## src/rtl/ov7725_ddr_wr_pack.sv

```systemverilog
// OV7725 write-side packer: gathers 8 RGB565 pixels into one 128-bit DDR FIFO
// word, generates per-word pixel addresses in ping-pong frame banks, and
// flags FIFO overflow and short frames.
module ov7725_ddr_wr_pack #(
  parameter int                H_PIX      = 640,
  parameter int                V_LINE     = 480,
  parameter int                ADDR_W     = 28,
  parameter logic [ADDR_W-1:0] BANK0_BASE = 28'h000_0000,
  parameter logic [ADDR_W-1:0] BANK1_BASE = 28'h005_0000
) (
  input  logic              ov7725_pclk,
  input  logic              sys_rst_n,
  input  logic              ov7725_vsync,
  input  logic              pix_wr_en,
  input  logic [15:0]       pix_data,
  input  logic              fifo_full,
  input  logic              err_clr,
  output logic              fifo_wr_en,
  output logic [127:0]      fifo_wr_data,
  output logic [ADDR_W-1:0] fifo_wr_addr,
  output logic              frame_done,
  output logic              rd_bank,
  output logic              err_overflow,
  output logic              err_short_frame
);

  localparam int FRAME_PIX = H_PIX * V_LINE;
  localparam int PIX_W     = $clog2(FRAME_PIX + 1);

  typedef enum logic [1:0] {
    IDLE   = 2'd0,
    ACTIVE = 2'd1,
    DONE   = 2'd2
  } state_t;

  state_t              state;
  state_t              state_nxt;
  logic                vsync_d1;
  logic                wr_bank;
  logic [2:0]          lane_cnt;
  logic [PIX_W-1:0]    pix_cnt;
  logic [ADDR_W-4:0]   word_cnt;
  logic [127:0]        word_p0;

  logic                vs_rise;
  logic                pix_vld_p0;
  logic                word_vld_p0;
  logic                frame_last_p0;
  logic [ADDR_W-1:0]   base_addr;

  // A vsync edge takes priority over a coincident pixel strobe.
  assign vs_rise       = ov7725_vsync & ~vsync_d1;
  assign pix_vld_p0    = (state == ACTIVE) & pix_wr_en & ~vs_rise;
  assign word_vld_p0   = pix_vld_p0 & (lane_cnt == 3'd7);
  // Frame size is a multiple of 8, so the last pixel always closes a word.
  assign frame_last_p0 = pix_vld_p0 & (pix_cnt == PIX_W'(FRAME_PIX - 1));
  assign base_addr     = wr_bank ? BANK1_BASE : BANK0_BASE;

  // vsync edge detector delay flop
  always_ff @(posedge ov7725_pclk or negedge sys_rst_n) begin
    if (!sys_rst_n) vsync_d1 <= 1'b0;
    else            vsync_d1 <= ov7725_vsync;
  end

  // FSM state register
  always_ff @(posedge ov7725_pclk or negedge sys_rst_n) begin
    if (!sys_rst_n) state <= IDLE;
    else            state <= state_nxt;
  end

  // FSM next-state: every vsync edge (re)starts a frame
  always_comb begin
    state_nxt = state;
    case (state)
      IDLE:    if (vs_rise) state_nxt = ACTIVE;
      ACTIVE:  if (vs_rise)            state_nxt = ACTIVE;
               else if (frame_last_p0) state_nxt = DONE;
      DONE:    if (vs_rise) state_nxt = ACTIVE;
      default: state_nxt = IDLE;
    endcase
  end

  // Lane/pixel/word counters; a vsync edge discards any partial word
  always_ff @(posedge ov7725_pclk or negedge sys_rst_n) begin
    if (!sys_rst_n) begin
      lane_cnt <= 3'd0;
      pix_cnt  <= '0;
      word_cnt <= '0;
    end else if (vs_rise) begin
      lane_cnt <= 3'd0;
      pix_cnt  <= '0;
      word_cnt <= '0;
    end else if (pix_vld_p0) begin
      lane_cnt <= lane_cnt + 3'd1;
      pix_cnt  <= pix_cnt + PIX_W'(1);
      // Dropped words still advance the address to keep frame alignment.
      if (lane_cnt == 3'd7) word_cnt <= word_cnt + 1'b1;
    end
  end

  // Packing buffer: lane 0 lands in the top 16 bits
  always_ff @(posedge ov7725_pclk) begin
    if (pix_vld_p0) word_p0[{~lane_cnt, 4'b0000} +: 16] <= pix_data;
  end

  // ---- stage p0 -> FIFO outputs ----
  // Word issue, frame completion and bank swap
  always_ff @(posedge ov7725_pclk or negedge sys_rst_n) begin
    if (!sys_rst_n) begin
      fifo_wr_en   <= 1'b0;
      fifo_wr_data <= '0;
      fifo_wr_addr <= BANK0_BASE;
      frame_done   <= 1'b0;
      rd_bank      <= 1'b1;
      wr_bank      <= 1'b0;
    end else begin
      fifo_wr_en <= word_vld_p0 & ~fifo_full;
      frame_done <= frame_last_p0;
      if (word_vld_p0 & ~fifo_full) begin
        fifo_wr_data <= {word_p0[127:16], pix_data};
        fifo_wr_addr <= base_addr + {word_cnt, 3'b000};
      end
      if (frame_last_p0) begin
        rd_bank <= wr_bank;
        wr_bank <= ~wr_bank;
      end
    end
  end

  // Sticky error flags; a new error outranks a simultaneous clear
  always_ff @(posedge ov7725_pclk or negedge sys_rst_n) begin
    if (!sys_rst_n) begin
      err_overflow    <= 1'b0;
      err_short_frame <= 1'b0;
    end else begin
      if (word_vld_p0 & fifo_full) err_overflow <= 1'b1;
      else if (err_clr)            err_overflow <= 1'b0;
      if (vs_rise & (state == ACTIVE) & (pix_cnt != '0)) err_short_frame <= 1'b1;
      else if (err_clr)                                  err_short_frame <= 1'b0;
    end
  end

endmodule

```

## config.mk

```make
export PLATFORM = sky130hd
export DESIGN_NAME = ov7725_ddr_wr_pack
export DESIGN_NICKNAME = d
export VERILOG_FILES = /design/src/rtl/ov7725_ddr_wr_pack.sv
export SDC_FILE = /design/constraint.sdc
export NUM_CORES = 1
export LEC_CHECK = 0
export ABC_AREA = 0
export BUFFER_PORTS_ARGS = -buffer_cell sky130_fd_sc_hd__buf_2
export CORE_ASPECT_RATIO = 0.7
export CORE_MARGIN = 2
export CORE_UTILIZATION = 45
export DETAILED_ROUTE_END_ITERATION = 8
export HOLD_SLACK_MARGIN = 0.02
export PLACE_DENSITY_LB_ADDON = 0.08
export REMOVE_ABC_BUFFERS = 1
export SYNTH_ARGS = -nofsm -noshare
export SYNTH_HDL_FRONTEND = slang
export SYNTH_SLANG_ARGS = --single-unit
export TNS_END_PERCENT = 30
```

## constraint.sdc

```tcl
create_clock -name ov7725_pclk -period 3.35 [get_ports ov7725_pclk]
set_clock_uncertainty 0.05 [all_clocks]
set_input_delay 0.67 -clock ov7725_pclk [delete_from_list [all_inputs] [get_ports ov7725_pclk]]
set_output_delay 0.67 -clock ov7725_pclk [all_outputs]
set_load 0.03 [all_outputs]
```

Word-level counts from Yosys, hierarchy flattened
Index checks and enable logic that the tools add are counted.
- register bits after elaboration: 340
- add/sub/neg operators: 5
- equality and inequality tests: 6
- multiplexer cells: 16
- reduce and logical (&&, ||, !) cells: 9
- shifts and indexed selects: 2
- bitwise gates (word level): 14
- operator list (kind ; number):
    $bwmux W128 ; 1
    $shift A16 B9 Y128 const A ; 1
    $shiftx A16 B9 Y128 ; 1
    $mux W25 ; 3
    $mux W19 ; 3
    $add A19 B28 Y28 ; 1
    $add A25 B1 Y25 const B ; 1
    $add A19 B1 Y19 const B ; 1
    $eq A19 B19 Y1 const B ; 1
    $reduce_bool A19 Y1 ; 1
    $and A1 B1 Y1 ; 9
    $neg A7 Y9 ; 1
    $reduce_bool A2 Y1 ; 4
    $mux W2 ; 3
    $mux W3 ; 2
    $not A1 Y1 ; 4
    $pmux W2 S2 ; 1
    $reduce_and A2 Y1 ; 2
    $add A3 B1 Y3 const B ; 1
    $eq A3 B3 Y1 const B ; 1
    $mux W1 ; 3
    $ne A3 B3 Y1 const B ; 1
    $not A3 Y3 ; 1
    $eq A2 B1 Y1 const B ; 1
    4 further kinds ; 4

Longest topological paths before layout
Gate-level depths: netlist of run 1.
- word-level depth: 8
- gate-level depth with buffers: 9
- gate-level depth less buffers: 6

Least setup slack after synthesis of run 1
No wires, ideal clock.
- path kind: flip-flop to flip-flop
- from: reg, netlist name lane_cnt[0]
- to: reg word_p0[64] (enable)
- arrival: 2.525 ns
- cell stages (with the launch flop): 6
- path slack: 0.365 ns
- cell sequence: dfrtp_1 > ha_1 > ha_1 > clkbuf_1 > nand3b_1 > nor3_1
- RTL lines (element ; RTL line ; RTL):
    end signal: indexed assignment ; 103 ; if (pix_vld_p0) word_p0[{~lane_cnt, 4'b0000} +: 16] <= pix_data;
    end: declaration ; 43 ; logic [127:0] word_p0;

Worst setup path in the final report of run 1
- from: reg lane_cnt[0]
- to: reg word_cnt[20]
- cells in the longest elaborated chain, start to end: 3
- RTL lines (element ; RTL line ; RTL):
    start: declaration ; 40 ; logic [2:0] lane_cnt;
    start signal: assignment ; 94 ; lane_cnt <= lane_cnt + 3'd1;
    $eq A3 B3 Y1 ; 97 ; if (lane_cnt == 3'd7) word_cnt <= word_cnt + 1'b1;
    $reduce_bool A2 Y1 (no line) ; - ;
    $reduce_and A2 Y1 (no line) ; - ;
    end signal: assignment ; 97 ;
    end: declaration ; 42 ; logic [ADDR_W-4:0] word_cnt;
Every way passes these cells.
A chain may end at the register's enable or synchronous reset.

==> impl_results.md, run 1 <==
- Gpl congestion: around 0.81
- Worst Setup Start Kind: register
- Fmax: around 0.38 GHz
- Die X: between 200 and 250 µm
- Top-count cell post-synth: dfrtp_1
- Final instance area: about 15000 µm²
- Post-Route WL: ~30000 µm
- Synthesized flop and latch total: 321
- Initial antenna violation count: 0
- Number of global-route vias before repair: about 8000
- Die Ht: 146 µm
- Met3 Use GR: 0.0490
- Worst skew pair latency: between 0.5 and 0.6 ns
- Final setup viols: 0
- CP Capture Type: register
- Grt ovf: 0
- Post-synth EDFFs: 112
- Relative max-transition margin: 0.278
- Final HPWL DP: 19900 µm
- Reg2reg start: lane_cnt[0]
- Minimum clock period: 2.66 ns
- Starting Density: 0.460
- Largest net degree at the start of global routing: 72
- Lkg Pwr: roughly 7.1 nW
- Power Density: 599 nW/µm²
- DR DRC count: 0
- Nets: about 1200
- Routed vias/inst: between 5 and 6
- Status: complete, no violations
- P_int: 6.69 mW
- Critical R2R Capture: word_cnt[20]
- Slew Limit Fails: 0
- CP endpoint: word_cnt[20]
- Synth-to-Final Area Change: 19.1%
- Port bufs: 179
- Net Sw Frac: 0.273
- Total track usage: 0.203
- Cell type with the largest total area after synthesis: dfrtp_1
- Critical Path Fanout Max: 9
- Routed via count: approximately 8000
- Crit. Startpoint: lane_cnt[0]
- DRT iter0 DRCs: 530
- Setup CP Type: reg -> reg
- WL/cell: a little under 20 µm
- DP Area: approximately 14000 µm²
- Tcrit/Tclk final: 0.794
- CTS root buffer: clkbuf_16
- Worst reg2reg path depth: 6
- Mean area per synthesized cell: 13.6 µm²
- Pre-CTS setup slack: approximately 0.68 ns
- Distinct cells, synth: 42
- Fraction of registers with async set/reset: 0.651
- Iteration count of the initial detailed-routing pass: 5
- Worst Tran Pin Value: between 1 and 1.5 ns
- DRT antenna net count: 0
- Grt met1 use: 0.314
- Synthesized cell area: between 10000 and 15000 µm²
- Fin worst setup slack: 0.690 ns
- First-pass GRT wire length: 47200 µm
- Yosys top cell area share: 0.404
- Share of layout cells above drive strength 1: 0.348
- Type of the tightest min-delay check: in -> reg
- Clock Power Share: 0.368
- Rows: between 50 and 60
- Net switching power: 2.51 mW
- CTS tree: done
- Final Hold Fails: 0
- Main flop type after synthesis: dfrtp_1
- Inserted Clock Buffers: 31
- Total clock sinks: 321
- Core Area: about 28000 µm²
- GRT busiest layer: met1
- Unrepaired setup endpoints after global routing: false
- Post-Syn Instances: 950
- Worst reg-to-reg setup slack: 0.69 ns
- Die area: 30000 µm²
- Hold slack final: ~0.20 ns
- Io pins: about 180
- Register area share after synthesis: 0.667
- Number of max-cap violations: 0
- Area contributors post-synth: dfrtp_1 (40%), edfxtp_1 (26%), mux2_2 (13%), nor2_1 (3.1%), and2_1 (2.6%)
- Crit path required time: roughly 3.8 ns
- Clock Path Buffers: 3
- H-Tree Depth: 1
- Crit path DAT: between 3 and 4 ns
- Final Util: 0.548
- Reg clk slew, reported paths: ~0.060 ns
- Number of warning messages in the yosys log: 0
- Met2 GRT Util: 0.294
- Top post-synthesis cells by count: dfrtp_1 (208), mux2_2 (146), edfxtp_1 (112)
- Peak supply drop: around 0.41 mV
- Setup bufs post-CTS: 0
- Comb power frac: 0.141
- Sequential Power Share: 0.491
==> power groups by stage <==
stage,clock network (mW),logic (mW),registers (mW)
after floorplan,0,0.427,4.91
after global placement,0,1.30,4.59
after detailed placement,0,1.32,4.59
after CTS,3.48,1.32,4.52
after global routing,3.64,1.40,4.55
final,3.39,1.30,4.52
==> repair_timing <==
action / in CTS / in global routing
gates resized for setup: 0 / 0
hold buffers: 1 / 0
endpoints found under the hold margin: 41 / 0
==> registers in the layout (all words and copies together), names as in the netlist <==
name / flops
vsync_d1: 1
pix_cnt: 19
word_p0: 112
lane_cnt: 3
rd_bank: 1
state: 2
err_overflow: 1
word_cnt: 25
fifo_wr_en: 1
wr_bank: 1
err_short_frame: 1
fifo_wr_addr: 25
fifo_wr_data: 128
frame_done: 1
==> layer usage <==
| metal | routed length, µm | share of wire |
|---|---|---|
| met1 | 14700 | 0.49 |
| met2 | 12900 | 0.43 |
| met3 | 1860 | 0.062 |
| met4 | 407 | 0.014 |
| met5 | 0 | 0 |
==> cell families (layout without fill, tap and decap cells) <==
logic type	after synthesis	count (layout)	synth area share
multiplexers	149	149	0.130
buffers and inverters	58	275	0.0187
other	1	4	0.000291
AO/OA/AOI/OAI	65	65	0.0299
XOR/XNOR	26	26	0.0177
AND/OR/NAND/NOR	319	319	0.126
flip-flops	321	321	0.667
adder cells (fa/ha/maj)	11	11	0.0107
==> through the flow <==
stage,std cells,TNS (ns),power (mW)
final,1541,0,9.20
after global routing,1540,0,9.59
after CTS,1540,0,9.32
after detailed placement,1481,0,5.91
after global placement,1481,0,5.89
after floorplan,904,-1536.79,5.34
==> critical path, cell delays in order (launching register included) <==
cell      delay, ns
dfrtp_1        0.47
ha_1           0.19
ha_1           0.25
nand4b_4       0.20
or4_1          0.73
or4_1          0.53
a21oi_1        0.15
==> worst min path at each step <==
| stage | from | end | cells after the start |
|---|---|---|---|
| finish | ov7725_vsync | vsync_d1 | 1 |
| global route | ov7725_vsync | vsync_d1 | 1 |
| CTS | ov7725_vsync | vsync_d1 | 1 |
| detailed placement | word_p0[72] | fifo_wr_data[72] | 1 |
| global placement | word_p0[110] | fifo_wr_data[110] | 1 |
| floorplan | sys_rst_n | err_overflow | 0 |
==> cell type report <==
class,instances,area [µm²]
clock buffers,43,851
multi-input cells,573,4080
fillers,2470,12700
inverters,10,37.5
clock inverters,15,130
repair buffers,207,1190
diodes,1,2.50
flip-flops and latches,321,8590
well taps,371,464
==> cell usage in the layout, fill, tap and decap left out, types with 9 or more instances in the layout <==
master,Yosys,layout
mux2_2,146,146
a21oi_1,35,35
clkbuf_16,0,31
xor2_1,9,9
nor2_1,105,102
nand3_1,21,21
buf_4,3,21
buf_2,10,178
nor4_1,11,11
ha_1,11,11
clkbuf_1,23,9
o31ai_1,10,10
dfrtp_1,208,208
inv_1,10,10
or4_1,12,12
nand4_1,16,16
and2_1,54,54
nand2_1,53,53
xnor2_1,17,17
edfxtp_1,112,112
Power figures use the tool's default switching activity.
==> inputs of run 2 (changes only) <==
- clock period: 3.35 -> 2.75 ns (I/O delays scaled with it)
==> run 2 against run 1 <==
Combinational power is 22% higher. Via count rose by 0.77%. First-iteration DRC count shrank 5.5%. Sequential cell count unchanged. Clock-buffer cell count increased by 5. Final area grew 1.4%. Wire length up 2.2%. Worst hold slack lost 0.049 ns. Critical path type unchanged. Largest cell class unchanged.
==> impl_results.md, run 2 (same netlist as run 1, synthesis figures left out) <==
- Final setup viols: 0 (unchanged)
- Routed vias/inst: 5.23 (-0.14%)
- Type of the tightest min-delay check: in -> reg
- DR DRC count: 0 (unchanged)
- Lkg Pwr: 7.25 nW (+1.6%)
- Setup TNS: 0 ns (unchanged)
- Gpl congestion: 0.823 (+2.1%)
- Fmax: 0.398 GHz (+5.9%)
- Clock Path Buffers: 3 (unchanged)
- Largest net degree at the start of global routing: 56 (-22%)
- WL/cell: 19.6 µm (+1.2%)
- Number of max-cap violations: 0 (unchanged)
- Io pins: 183 (unchanged)
- Crit path required time: 3.14 ns (-0.65 ns)
- Core Area: 28000 µm² (unchanged)
- Status: complete, no violations
- Critical Path Fanout Max: 9 (unchanged)
- Hold slack final: 0.148 ns (-0.0486 ns)
- Most frequent cells in the layout: dfrtp_1 (208), buf_2 (178), mux2_2 (146)
- Top reg by flops: fifo_wr_data
- Starting Density: 0.460 (unchanged)
- CTS tree: done
- Share of layout cells above drive strength 1: 0.354 (+0.00602)
- Total clock sinks: 321 (unchanged)
- Peak supply drop: 0.393 mV (-4.0%)
- Die area: 30000 µm² (unchanged)
- Number of global-route vias before repair: 7959 (-0.65%)
- CTS root buffer: clkbuf_16
- Setup bufs post-CTS: 0 (unchanged)
- Final Util: 0.556 (+0.00786)
- Minimum clock period: 2.51 ns (-0.148 ns)
- Die Ht: 146 µm (unchanged)
- Rows: 51 (unchanged)
- First-pass GRT wire length: 47500 µm (+0.50%)
- Post-Route WL: 30500 µm (+2.2%)
- Leading cell type in the layout, fill and taps excluded: dfrtp_1
- Biggest regs: fifo_wr_data x128, word_p0 x112
- Unrepaired setup endpoints after global routing: false
- Relative max-transition margin: 0.394 (+0.116)
- Power Density: 744 nW/µm² (+24%)
- Nets: 1192 (+1.3%)
- Grt ovf: 0 (unchanged)
- Final Hold Fails: 0 (unchanged)
- Reg clk slew, reported paths: 0.06 ns (about the same)
- Worst Tran Pin Value: 0.908 ns (-0.170 ns)
- Port bufs: 179 (unchanged)
- Initial antenna violation count: 0 (unchanged)
- Total track usage: 0.207 (+0.00367)
- Inserted Clock Buffers: 34 (+9.7%)
- Slew Limit Fails: 0 (unchanged)
- Pre-CTS setup slack: 0.218 ns (-0.466 ns)
- Fin worst setup slack: 0.238 ns (-0.452 ns)
- Crit path DAT: 2.90 ns (-0.20 ns)
- Final Total Pwr: 11.6 mW (+26%)
- Worst skew pair latency: 0.51 ns (-0.05 ns)
- Iteration count of the initial detailed-routing pass: 7 (+2)
- Worst Setup Start Kind: register
- Routed via count: 8127 (+0.77%)
- DRT antenna net count: 0 (unchanged)
- Tcrit/Tclk final: 0.913 (+0.119)
- Max FFs per register: 128 (unchanged)
- CP Capture Type: register
- Synth-to-Final Area Change: 20.8%
- Setup CP Type: reg -> reg
- H-Tree Depth: 2 (+1)
- Die X: 206 µm (unchanged)
- Final HPWL DP: 20400 µm (+2.7%)
- DRT iter0 DRCs: 501 (-5.5%)
==> run 2: cell types whose count changed in the layout (fill, tap and decap cells not counted) <==
cell        previous run  this run
clkinv_1               3         5
clkbuf_8               4         5
clkinvlp_4             2         0
inv_6                  1         3
inv_8                  0         1
clkinv_2               7         1
buf_4                 21        31
buf_12                 6         8
clkbuf_16             31        35
==> run 2: stage by stage <==
stage / area (µm²) / cells
detailed placement: 14500 / 1493
global placement: 14500 / 1493
global route: 15600 / 1554
CTS: 15600 / 1554
floorplan: 12700 / 904
finish: 15600 / 1555
==> run 2: final cells by class <==
cell class,count,area [µm²]
Clock buffer,48,965
Inverter,10,37.5
Fill cell,2393,12400
Timing Repair Buffer,219,1310
Clock inverter,12,121
Sequential cell,321,8590
Tap cell,371,464
Antenna cell,1,2.50
Multi-Input combinational cell,573,4080
==> run 2: final timing paths <==
check / slack, ns / cells past startpoint / endpoint / start
max: 0.24 / 6 / word_cnt[20] / lane_cnt[0]
min: 0.15 / 1 / vsync_d1 / ov7725_vsync
max reg2reg: 0.24 / 6 / word_cnt[20] / lane_cnt[0]
min reg2reg: 0.42 / 1 / fifo_wr_data[110] / word_p0[110]
max in group asynchronous: 1.41 / 3 / rd_bank / sys_rst_n
min in group asynchronous: 0.53 / 2 / fifo_wr_data[79] / sys_rst_n
==> run 2: timing repair <==
action / in CTS / in global routing
endpoints found under the hold margin: 49 / 0
hold buffers: 1 / 0
gates resized for setup: 0 / 0
endpoints found under the setup margin: 0 / 0
==> run 2: report_power, final <==
group	total, mW	internal, mW	switching [mW]	leakage, nW
clock network	4.49	2.65	1.85	0.530
logic	1.59	0.478	1.11	2.89
registers	5.51	5.34	0.170	3.83
==> run 2: metal layers <==
layer	vias up	share of wire	GRT usage
li1	3796	-	-
met4	0	0.014	0.0489
met1	4112	0.50	0.326
met5	-	0	0
met3	32	0.053	0.0432
met2	187	0.43	0.292
==> run 2: critical path, cell delays in order, from the launching register on <==
cell,delay (ns)
dfrtp_1,0.47
ha_1,0.20
ha_1,0.26
nand4b_4,0.13
or4_1,0.68
or4_1,0.51
a21oi_1,0.16
